[config.mk]
export PLATFORM = sky130hd
export DESIGN_NAME = bs_pack_flat
export DESIGN_NICKNAME = d
export VERILOG_FILES = /design/src/rtl/bs_pkg.sv /design/src/rtl/bs_pack_if.sv /design/src/rtl/bs_pack_align.sv /design/src/rtl/bs_pack.sv /design/src/flat_wrapper.sv
export SDC_FILE = /design/constraint.sdc
export NUM_CORES = 1
export LEC_CHECK = 0
export BUFFER_PORTS_ARGS = -buffer_cell sky130_fd_sc_hd__buf_2
export CAP_MARGIN = 5
export CELL_PAD_IN_SITES_DETAIL_PLACEMENT = 2
export CELL_PAD_IN_SITES_GLOBAL_PLACEMENT = 2
export CORE_MARGIN = 4
export CORE_UTILIZATION = 36
export CTS_CLUSTER_DIAMETER = 100
export DETAILED_ROUTE_END_ITERATION = 16
export PLACE_DENSITY_LB_ADDON = 0.05
export SYNTH_ARGS = -nofsm -noshare
export SYNTH_HDL_FRONTEND = slang
export SYNTH_SLANG_ARGS = --single-unit
[constraint.sdc]
create_clock -name clk -period 3.41 [get_ports clk]
set_clock_uncertainty 0.1 [all_clocks]
set_input_delay 0.341 -clock clk [delete_from_list [all_inputs] [get_ports clk]]
set_output_delay 0.341 -clock clk [all_outputs]
set_load 0.05 [all_outputs]
[src/rtl/bs_pkg.sv]
// Shared types and helpers for the bitstream packer.
package bs_pkg;

  localparam int BS_DATA_WD = 32;
  localparam int BS_NUMB_WD = $clog2(BS_DATA_WD);
  localparam int BS_BCNT_WD = BS_NUMB_WD - 2;

  // Wide enough for any legal DATA_WD; callers truncate to their own width.
  localparam int MASK_WD = 128;

  typedef enum logic {
    S_RUN   = 1'b0,
    S_FLUSH = 1'b1
  } state_e;

  function automatic logic [MASK_WD-1:0] bs_mask(input int unsigned n);
    return (MASK_WD'(1) << n) - MASK_WD'(1);
  endfunction

endpackage

[src/rtl/bs_pack_if.sv]
// Code-input / word-output handshake bundle of the bitstream packer.
interface bs_pack_if #(
  parameter int DATA_WD = bs_pkg::BS_DATA_WD
);
  localparam int NUMB_WD = $clog2(DATA_WD);
  localparam int BCNT_WD = NUMB_WD - 2;

  logic               val_i;
  logic [DATA_WD-1:0] dat_i;
  logic [NUMB_WD-1:0] numb_i;
  logic               flush_i;
  logic               rdy_o;
  logic               val_o;
  logic [DATA_WD-1:0] dat_o;
  logic [BCNT_WD-1:0] bcnt_o;
  logic               last_o;
  logic               rdy_i;
  logic               done_o;

  modport master (
    output val_i, dat_i, numb_i, flush_i, rdy_i,
    input  rdy_o, val_o, dat_o, bcnt_o, last_o, done_o
  );

  modport slave (
    input  val_i, dat_i, numb_i, flush_i, rdy_i,
    output rdy_o, val_o, dat_o, bcnt_o, last_o, done_o
  );

endinterface

[src/rtl/bs_pack_align.sv]
// Combinational merge of a new code into the accumulator and realignment
// after a full word is peeled off, for either bit order.
module bs_pack_align #(
  parameter int DATA_WD   = 32,
  parameter bit LSB_FIRST = 1'b1,
  parameter int NUMB_WD   = $clog2(DATA_WD),
  parameter int TOT_WD    = NUMB_WD + 1
) (
  input  logic [2*DATA_WD-1:0] acc,
  input  logic [NUMB_WD-1:0]   cnt,
  input  logic [DATA_WD-1:0]   dat,
  input  logic [TOT_WD-1:0]    n,
  output logic [DATA_WD-1:0]   word,
  output logic [DATA_WD-1:0]   tail,
  output logic [2*DATA_WD-1:0] acc_nxt,
  output logic [NUMB_WD-1:0]   cnt_nxt,
  output logic                 full
);
  localparam int SH_WD = NUMB_WD + 2;

  logic [TOT_WD-1:0]    total;
  logic [SH_WD-1:0]     sh_msb;
  logic [2*DATA_WD-1:0] ext;
  logic [2*DATA_WD-1:0] combined;

  assign total    = TOT_WD'(cnt) + n;
  assign full     = total >= TOT_WD'(DATA_WD);
  assign sh_msb   = SH_WD'(2*DATA_WD) - SH_WD'(cnt) - SH_WD'(n);
  assign ext      = {{DATA_WD{1'b0}}, dat};
  assign combined = LSB_FIRST ? (acc | (ext << cnt)) : (acc | (ext << sh_msb));

  assign word = LSB_FIRST ? combined[DATA_WD-1:0] : combined[2*DATA_WD-1:DATA_WD];

  // Bits outside the valid region are always zero, so the flush word is
  // already zero-padded.
  assign tail = LSB_FIRST ? acc[DATA_WD-1:0] : acc[2*DATA_WD-1:DATA_WD];

  always_comb begin
    acc_nxt = combined;
    cnt_nxt = NUMB_WD'(total);
    if (full) begin
      acc_nxt = LSB_FIRST ? (combined >> DATA_WD) : (combined << DATA_WD);
      cnt_nxt = NUMB_WD'(total - TOT_WD'(DATA_WD));
    end
  end

endmodule

[src/rtl/bs_pack.sv]
// Bitstream packer: variable-length codes into DATA_WD-bit words with
// selectable bit order, backpressure and zero-padded flush.
//
//   state   | meaning
//   --------+-------------------------------------------------------------
//   S_RUN   | accepting codes/flush whenever the output slot can take a word
//   S_FLUSH | residual bits waiting for a free slot to go out as last word
module bs_pack
  import bs_pkg::*;
#(
  parameter int DATA_WD   = BS_DATA_WD,
  parameter bit LSB_FIRST = 1'b1
) (
  input  logic     clk,
  input  logic     rstn,
  bs_pack_if.slave bus
);
  localparam int NUMB_WD = $clog2(DATA_WD);
  localparam int BCNT_WD = NUMB_WD - 2;
  localparam int TOT_WD  = NUMB_WD + 1;
  localparam logic [BCNT_WD-1:0] BCNT_FULL = BCNT_WD'(DATA_WD/8 - 1);

  state_e               state;
  logic [2*DATA_WD-1:0] acc;
  logic [NUMB_WD-1:0]   cnt;

  logic                 slot_free;
  logic                 accept;
  logic                 flush_acc;
  logic [TOT_WD-1:0]    n;
  logic [DATA_WD-1:0]   dat_m;
  logic [DATA_WD-1:0]   word;
  logic [DATA_WD-1:0]   tail;
  logic [2*DATA_WD-1:0] acc_nxt;
  logic [NUMB_WD-1:0]   cnt_nxt;
  logic                 full;
  logic [NUMB_WD-1:0]   rem_cnt;

  assign slot_free = !bus.val_o || bus.rdy_i;
  assign bus.rdy_o = (state == S_RUN) && slot_free;
  assign accept    = bus.val_i && bus.rdy_o;
  assign flush_acc = bus.flush_i && bus.rdy_o;
  assign n         = TOT_WD'(bus.numb_i) + TOT_WD'(1);
  assign dat_m     = DATA_WD'(MASK_WD'(bus.dat_i) & bs_mask(32'(n)));
  assign rem_cnt   = accept ? cnt_nxt : cnt;

  bs_pack_align #(
    .DATA_WD   (DATA_WD),
    .LSB_FIRST (LSB_FIRST),
    .NUMB_WD   (NUMB_WD),
    .TOT_WD    (TOT_WD)
  ) u_align (
    .acc     (acc),
    .cnt     (cnt),
    .dat     (dat_m),
    .n       (n),
    .word    (word),
    .tail    (tail),
    .acc_nxt (acc_nxt),
    .cnt_nxt (cnt_nxt),
    .full    (full)
  );

  always_ff @(posedge clk or negedge rstn) begin
    if (!rstn) begin
      state      <= S_RUN;
      acc        <= '0;
      cnt        <= '0;
      bus.val_o  <= 1'b0;
      bus.dat_o  <= '0;
      bus.bcnt_o <= '0;
      bus.last_o <= 1'b0;
      bus.done_o <= 1'b0;
    end else begin
      bus.done_o <= 1'b0;
      if (bus.val_o && bus.rdy_i) begin
        bus.val_o  <= 1'b0;
        bus.dat_o  <= '0;
        bus.bcnt_o <= '0;
        bus.last_o <= 1'b0;
      end
      case (state)
        S_RUN: begin
          if (accept) begin
            acc <= acc_nxt;
            cnt <= cnt_nxt;
            if (full) begin
              bus.val_o  <= 1'b1;
              bus.dat_o  <= word;
              bus.bcnt_o <= BCNT_FULL;
              bus.last_o <= flush_acc && (cnt_nxt == '0);
            end
          end
          if (flush_acc) begin
            // Empty remainder finishes now; otherwise the tail needs a slot.
            if (rem_cnt == '0) bus.done_o <= 1'b1;
            else               state      <= S_FLUSH;
          end
        end
        S_FLUSH: begin
          if (slot_free) begin
            bus.val_o  <= 1'b1;
            bus.dat_o  <= tail;
            bus.bcnt_o <= BCNT_WD'((cnt - 1'b1) >> 3);
            bus.last_o <= 1'b1;
            bus.done_o <= 1'b1;
            acc        <= '0;
            cnt        <= '0;
            state      <= S_RUN;
          end
        end
        default: state <= S_RUN;
      endcase
    end
  end

endmodule

[src/flat_wrapper.sv]
// flat-port wrapper written by rule: the top's interface ports become plain ports
module bs_pack_flat import bs_pkg::*;
#(
  parameter int DATA_WD   = BS_DATA_WD,
  parameter bit LSB_FIRST = 1'b1
)
  (clk, rstn, bus_val_i, bus_dat_i, bus_numb_i, bus_flush_i, bus_rdy_i, bus_rdy_o, bus_val_o, bus_dat_o, bus_bcnt_o, bus_last_o, bus_done_o);
  bs_pack_if #(.DATA_WD(DATA_WD)) bus_i ();
  input  logic clk;
  input  logic rstn;
  input wire logic [$bits(bus_i.val_i)-1:0] bus_val_i;
  input wire logic [$bits(bus_i.dat_i)-1:0] bus_dat_i;
  input wire logic [$bits(bus_i.numb_i)-1:0] bus_numb_i;
  input wire logic [$bits(bus_i.flush_i)-1:0] bus_flush_i;
  input wire logic [$bits(bus_i.rdy_i)-1:0] bus_rdy_i;
  output wire logic [$bits(bus_i.rdy_o)-1:0] bus_rdy_o;
  output wire logic [$bits(bus_i.val_o)-1:0] bus_val_o;
  output wire logic [$bits(bus_i.dat_o)-1:0] bus_dat_o;
  output wire logic [$bits(bus_i.bcnt_o)-1:0] bus_bcnt_o;
  output wire logic [$bits(bus_i.last_o)-1:0] bus_last_o;
  output wire logic [$bits(bus_i.done_o)-1:0] bus_done_o;
  assign bus_i.val_i = bus_val_i;
  assign bus_i.dat_i = bus_dat_i;
  assign bus_i.numb_i = bus_numb_i;
  assign bus_i.flush_i = bus_flush_i;
  assign bus_i.rdy_i = bus_rdy_i;
  assign bus_rdy_o = bus_i.rdy_o;
  assign bus_val_o = bus_i.val_o;
  assign bus_dat_o = bus_i.dat_o;
  assign bus_bcnt_o = bus_i.bcnt_o;
  assign bus_last_o = bus_i.last_o;
  assign bus_done_o = bus_i.done_o;
  bs_pack #(.DATA_WD(DATA_WD), .LSB_FIRST(LSB_FIRST)) u_core (.clk(clk), .rstn(rstn), .bus(bus_i));
endmodule
==> flow_summary.ini, run 1 <==
[place]
place_congestion = 0.922
placed_cells = 1853
dp_hpwl_um = 42200
place_ws_ns = -1.16
io_buffers = 80

[clock_network]
post_cts_buffers = 70
cts_sinks = 107
cts_buffers = 9
cts_max_level = 3
ctsHoldBuffers = 1
cts_resized = 368
cts_buffer_depth = 2
cts-root-buf = clkbuf_16

[outcome]
status = stopped before the end
failing_step = clock tree synthesis
error = [ERROR DPL-0033] detailed placement checks failed during check placement.

[synthesis]
netlist.area_leader.share_pct = 28.4
synth.net_count = 1270
syn_avg_cell_area_um2 = 7.75
synth_cells = 1216
synth_edf_count = 0
syn-cell-area_mm2 = 0.00943
ys_seq_area_share_pct = 28.4
async_reset_ff_share_pct = 100
synth.area.top_cells = dfrtp_1 (28%), nand2_1 (6.6%), nor2_1 (4.9%)
synth.largest_area_cell = dfrtp_1
ys_types = 87
synth_ff_type = dfrtp_1
ys_ff_latch = 107
yosys_warnings = 0

[floorplan]
fp-row-count = 58
start_util_pct = 37.0
io_pins = 81
die_w_um = 170
die_height_um = 170
## through the flow
step           hold WS (ns)  instance area (um2)
3_5_place_dp          0.335                12500
3_3_place_gp          0.345                12500
2_1_floorplan       -0.0546                 9610
## synthesized netlist by cell type (all sizes together) (6+ instances only)
| library cell | n |
|---|---|
| a211oi | 23 |
| a21o | 16 |
| a21oi | 85 |
| a221o | 12 |
| a221oi | 8 |
| a22o | 15 |
| a22oi | 14 |
| a311o | 6 |
| a311oi | 8 |
| a31o | 8 |
| a31oi | 37 |
| a32o | 6 |
| a32oi | 7 |
| and2 | 15 |
| and3 | 12 |
| and4 | 6 |
| buf | 21 |
| clkbuf | 68 |
| dfrtp | 107 |
| ha | 11 |
| inv | 28 |
| mux2 | 11 |
| mux2i | 34 |
| mux4 | 11 |
| nand2 | 166 |
| nand3 | 51 |
| nand4 | 16 |
| nor2 | 123 |
| nor2b | 6 |
| nor3 | 17 |
| nor4 | 7 |
| o211ai | 15 |
| o21a | 12 |
| o21ai | 91 |
| o221ai | 7 |
| o22ai | 12 |
| o31ai | 13 |
| or2 | 9 |
| or3 | 7 |
| xnor2 | 18 |
## kinds of logic after synthesis
| family | Yosys count | share of synthesized area, % |
|---|---|---|
| AND/OR/NAND/NOR | 455 | 22.2 |
| AO/OA/AOI/OAI | 447 | 32.9 |
| adder cells (fa/ha/maj) | 12 | 1.67 |
| XOR/XNOR | 22 | 2.12 |
| buffers and inverters | 117 | 5.03 |
| flip-flops | 107 | 28.4 |
| multiplexers | 56 | 7.69 |
==> run 2, diff against run 1 <==
- CELL_PAD_IN_SITES_DETAIL_PLACEMENT: 2 -> default
- CELL_PAD_IN_SITES_GLOBAL_PLACEMENT: 2 -> default
- CORE_UTILIZATION: 36 -> 40
- CTS_CLUSTER_DIAMETER: 100 -> default
- PLACE_DENSITY_LB_ADDON: 0.05 -> 0.15
==> flow_summary.ini, run 2 <==
[clock_network]
cts_max_level = 3
cts_buffers = 9
cts-root-buf = clkbuf_16
cts_sinks = 107
path_clk_slew_ns = 0.08
cts_buffer_depth = 2
cts_tree = built
insertion_delay_ns = 0.35

[synthesis]
synth.area.top_cells = dfrtp_1 (28%), nand2_1 (6.6%), nor2_1 (4.9%)
syn-cell-area_mm2 = 0.00943
netlist.area_leader.share_pct = 28.4
synth_common_cells = nand2_1 (166), nor2_1 (123), dfrtp_1 (107)
ys_types = 87
ys_seq_area_share_pct = 28.4
async_reset_ff_share_pct = 100
synth.net_count = 1270
syn_avg_cell_area_um2 = 7.75
synth.most_common_cell = nand2_1
synth_edf_count = 0
synth_ff_type = dfrtp_1
synth.largest_area_cell = dfrtp_1
synth_cells = 1216
ys_ff_latch = 107
yosys_warnings = 0

[drt]
drt_pre_antenna_iters = 6
wl_per_cell_um = 23.0
vias = 11700
vias_per_cell = 6.28
drc = 0
drt_iter0_drc = 1289
routed_wl_um = 43100
postRouteAntennaNets = 0

[final_layout]
drive_gt1_share_pct = 42.8
layout_common_cells = buf_4 (300), nand2_1 (159), nor2_1 (109), dfrtp_1 (107), buf_2 (77)
area_growth_pct = 50.9
multi_input_area_mm2 = 0.00763
final_common_cell = buf_4
reg_top3 = u_core.acc (63), u_core.bus.dat_o (32), u_core.cnt (5)
largest_reg_flops = 63
seq_area_mm2 = 0.00268
fin_nets = 1604
final_area_mm2 = 0.0142
top_register = u_core.acc
num_antenna_cells = 0
nFillCells = 2059

[grt]
grt_usage_pct = 31.5
antenna_found_initial = 1
grt-ovfl-total = 0
grt_pass1_wl_um = 64200
grt.met3_usage_pct = 7.35
grt_start_max_net_pins = 61
grt_pass1_vias = 11000
met1_usage_pct = 45.5
gr-usage-met2_pct = 46.8
busiest_layer = met2

[sta]
period_share_pct = 114
rsz0062_at_grt = true
tightest_slew_ns = 1.14
min_period_ns = 3.88
max-slew-margin-rel_pct = 24.0
max_freq_mhz = 258
drv_slew = 0
hold_violations = 0
setup_viol = 76
setup_ws_ns = -0.471

[floorplan]
io_pins = 81
die_area_mm2 = 0.0261
die_height_um = 162
fp-row-count = 55
core_area_mm2 = 0.0229
start_util_pct = 41.1
die_w_um = 162

[worst_setup_path]
rrSetupSlack_ns = 0.22
cp.required_ns = 3.55
cp_max_fo = 6
cp-end-kind = flip-flop
crit_arrival_ns = 4.02
critPathKind = input port to flip-flop
crit_path_start_kind = input port

[place]
postPlaceCellArea_mm2 = 0.0122
place_congestion = 0.965
io_buffers = 80
dp_hpwl_um = 31700
place_ws_ns = -0.992

[outcome]
status = complete, but fails checks
violations = negative setup slack

[worst_hold_path]
min_path_type = input port to flip-flop

[power_and_ir_drop]
vdd_drop_max_uv = 490
powerDensity_mw_per_mm2 = 854
p_leak_nw = 6.25

[job]
max_cap_viol_count = 0
[run 2: cell counts after synthesis]
No cell type changed its count.
[run 2: worst paths after layout]
check	startpoint	to	cells after the start
setup / recovery	bus_numb_i[0]	u_core.bus.dat_o[31]$_DFF_PN0_	19
hold / removal	bus_flush_i	u_core.state$_DFF_PN0_	3
setup reg to reg	u_core.cnt[1]$_DFFE_PN0P_	u_core.acc[29]$_DFFE_PN0P_	12
hold reg to reg	u_core.bus.dat_o[15]$_DFF_PN0_	u_core.bus.dat_o[15]$_DFF_PN0_	2
max in group asynchronous	rstn	u_core.bus.dat_o[5]$_DFF_PN0_	3
min in group asynchronous	rstn	u_core.cnt[1]$_DFFE_PN0P_	2
[run 2: metal layers]
metal  vias up  share of wire (%)
met2       639                 43
met5         -              0.026
met4         2                3.0
met3        96                9.9
li1       5276                  -
met1      5716                 44
[run 2: layout make-up]
cell class	count	area share (%)
timing repair buffer	412	21.8
tap	313	2.75
sequential	107	18.8
clock inverter	6	0.589
multi-input combinational	992	53.6
clock buffer	10	1.61
inverter	28	0.756
[run 2: cell families after synthesis]
kind of cell / count (synthesis) / share of synthesized area (%)
xor+xnor: 22 / 2.12
mux: 56 / 7.69
flops: 107 / 28.4
simple gates: 455 / 22.2
buf+inv: 117 / 5.03
fa+ha+maj: 12 / 1.67
compound gates: 447 / 32.9
[run 2: power breakdown]
group / internal, W / switching, W
clock network: 0.000589 / 0.000521
logic: 0.00361 / 0.00537
registers: 0.00171 / 0.000339
total: 0.00591 / 0.00623
[run 2: metrics by stage]
stage	util, %	std cells	total power (W)	setup TNS [ns]	hold WS (ns)
floorplan	-	1216	0.00646	-7.15	-0.0546
global placement	53.2	1800	0.00944	-55.23	0.361
detailed placement	53.2	1800	0.00948	-59.20	0.366
CTS	58.7	1847	0.0113	-10.67	0.144
global route	62.1	1868	0.0127	-25.95	0.149
finish	62.1	1868	0.0121	-17.80	0.157
[run 2: repair_timing]
action	4_1_cts	5_1_grt
endpoints found under the hold margin	7	0
hold buffers	1	0
pin swaps	50	61
resized for setup	167	133
setup buffers	30	27
setup endpoints to repair	80	87
[run 2: critical path: stages]
cell	delay, ns
buf_8	0.11
ha_4	0.15
buf_6	0.13
buf_8	0.13
a21o_1	0.18
nand3_2	0.10
ha_4	0.17
nand2b_4	0.07
a31oi_4	0.18
o211ai_1	0.23
buf_4	0.21
a211oi_4	0.26
mux2i_2	0.29
buf_4	0.16
a41oi_2	0.12
a221o_1	0.33
mux4_2	0.49
a222oi_1	0.28
inv_1	0.07
(Power assumes the default switching activity.)
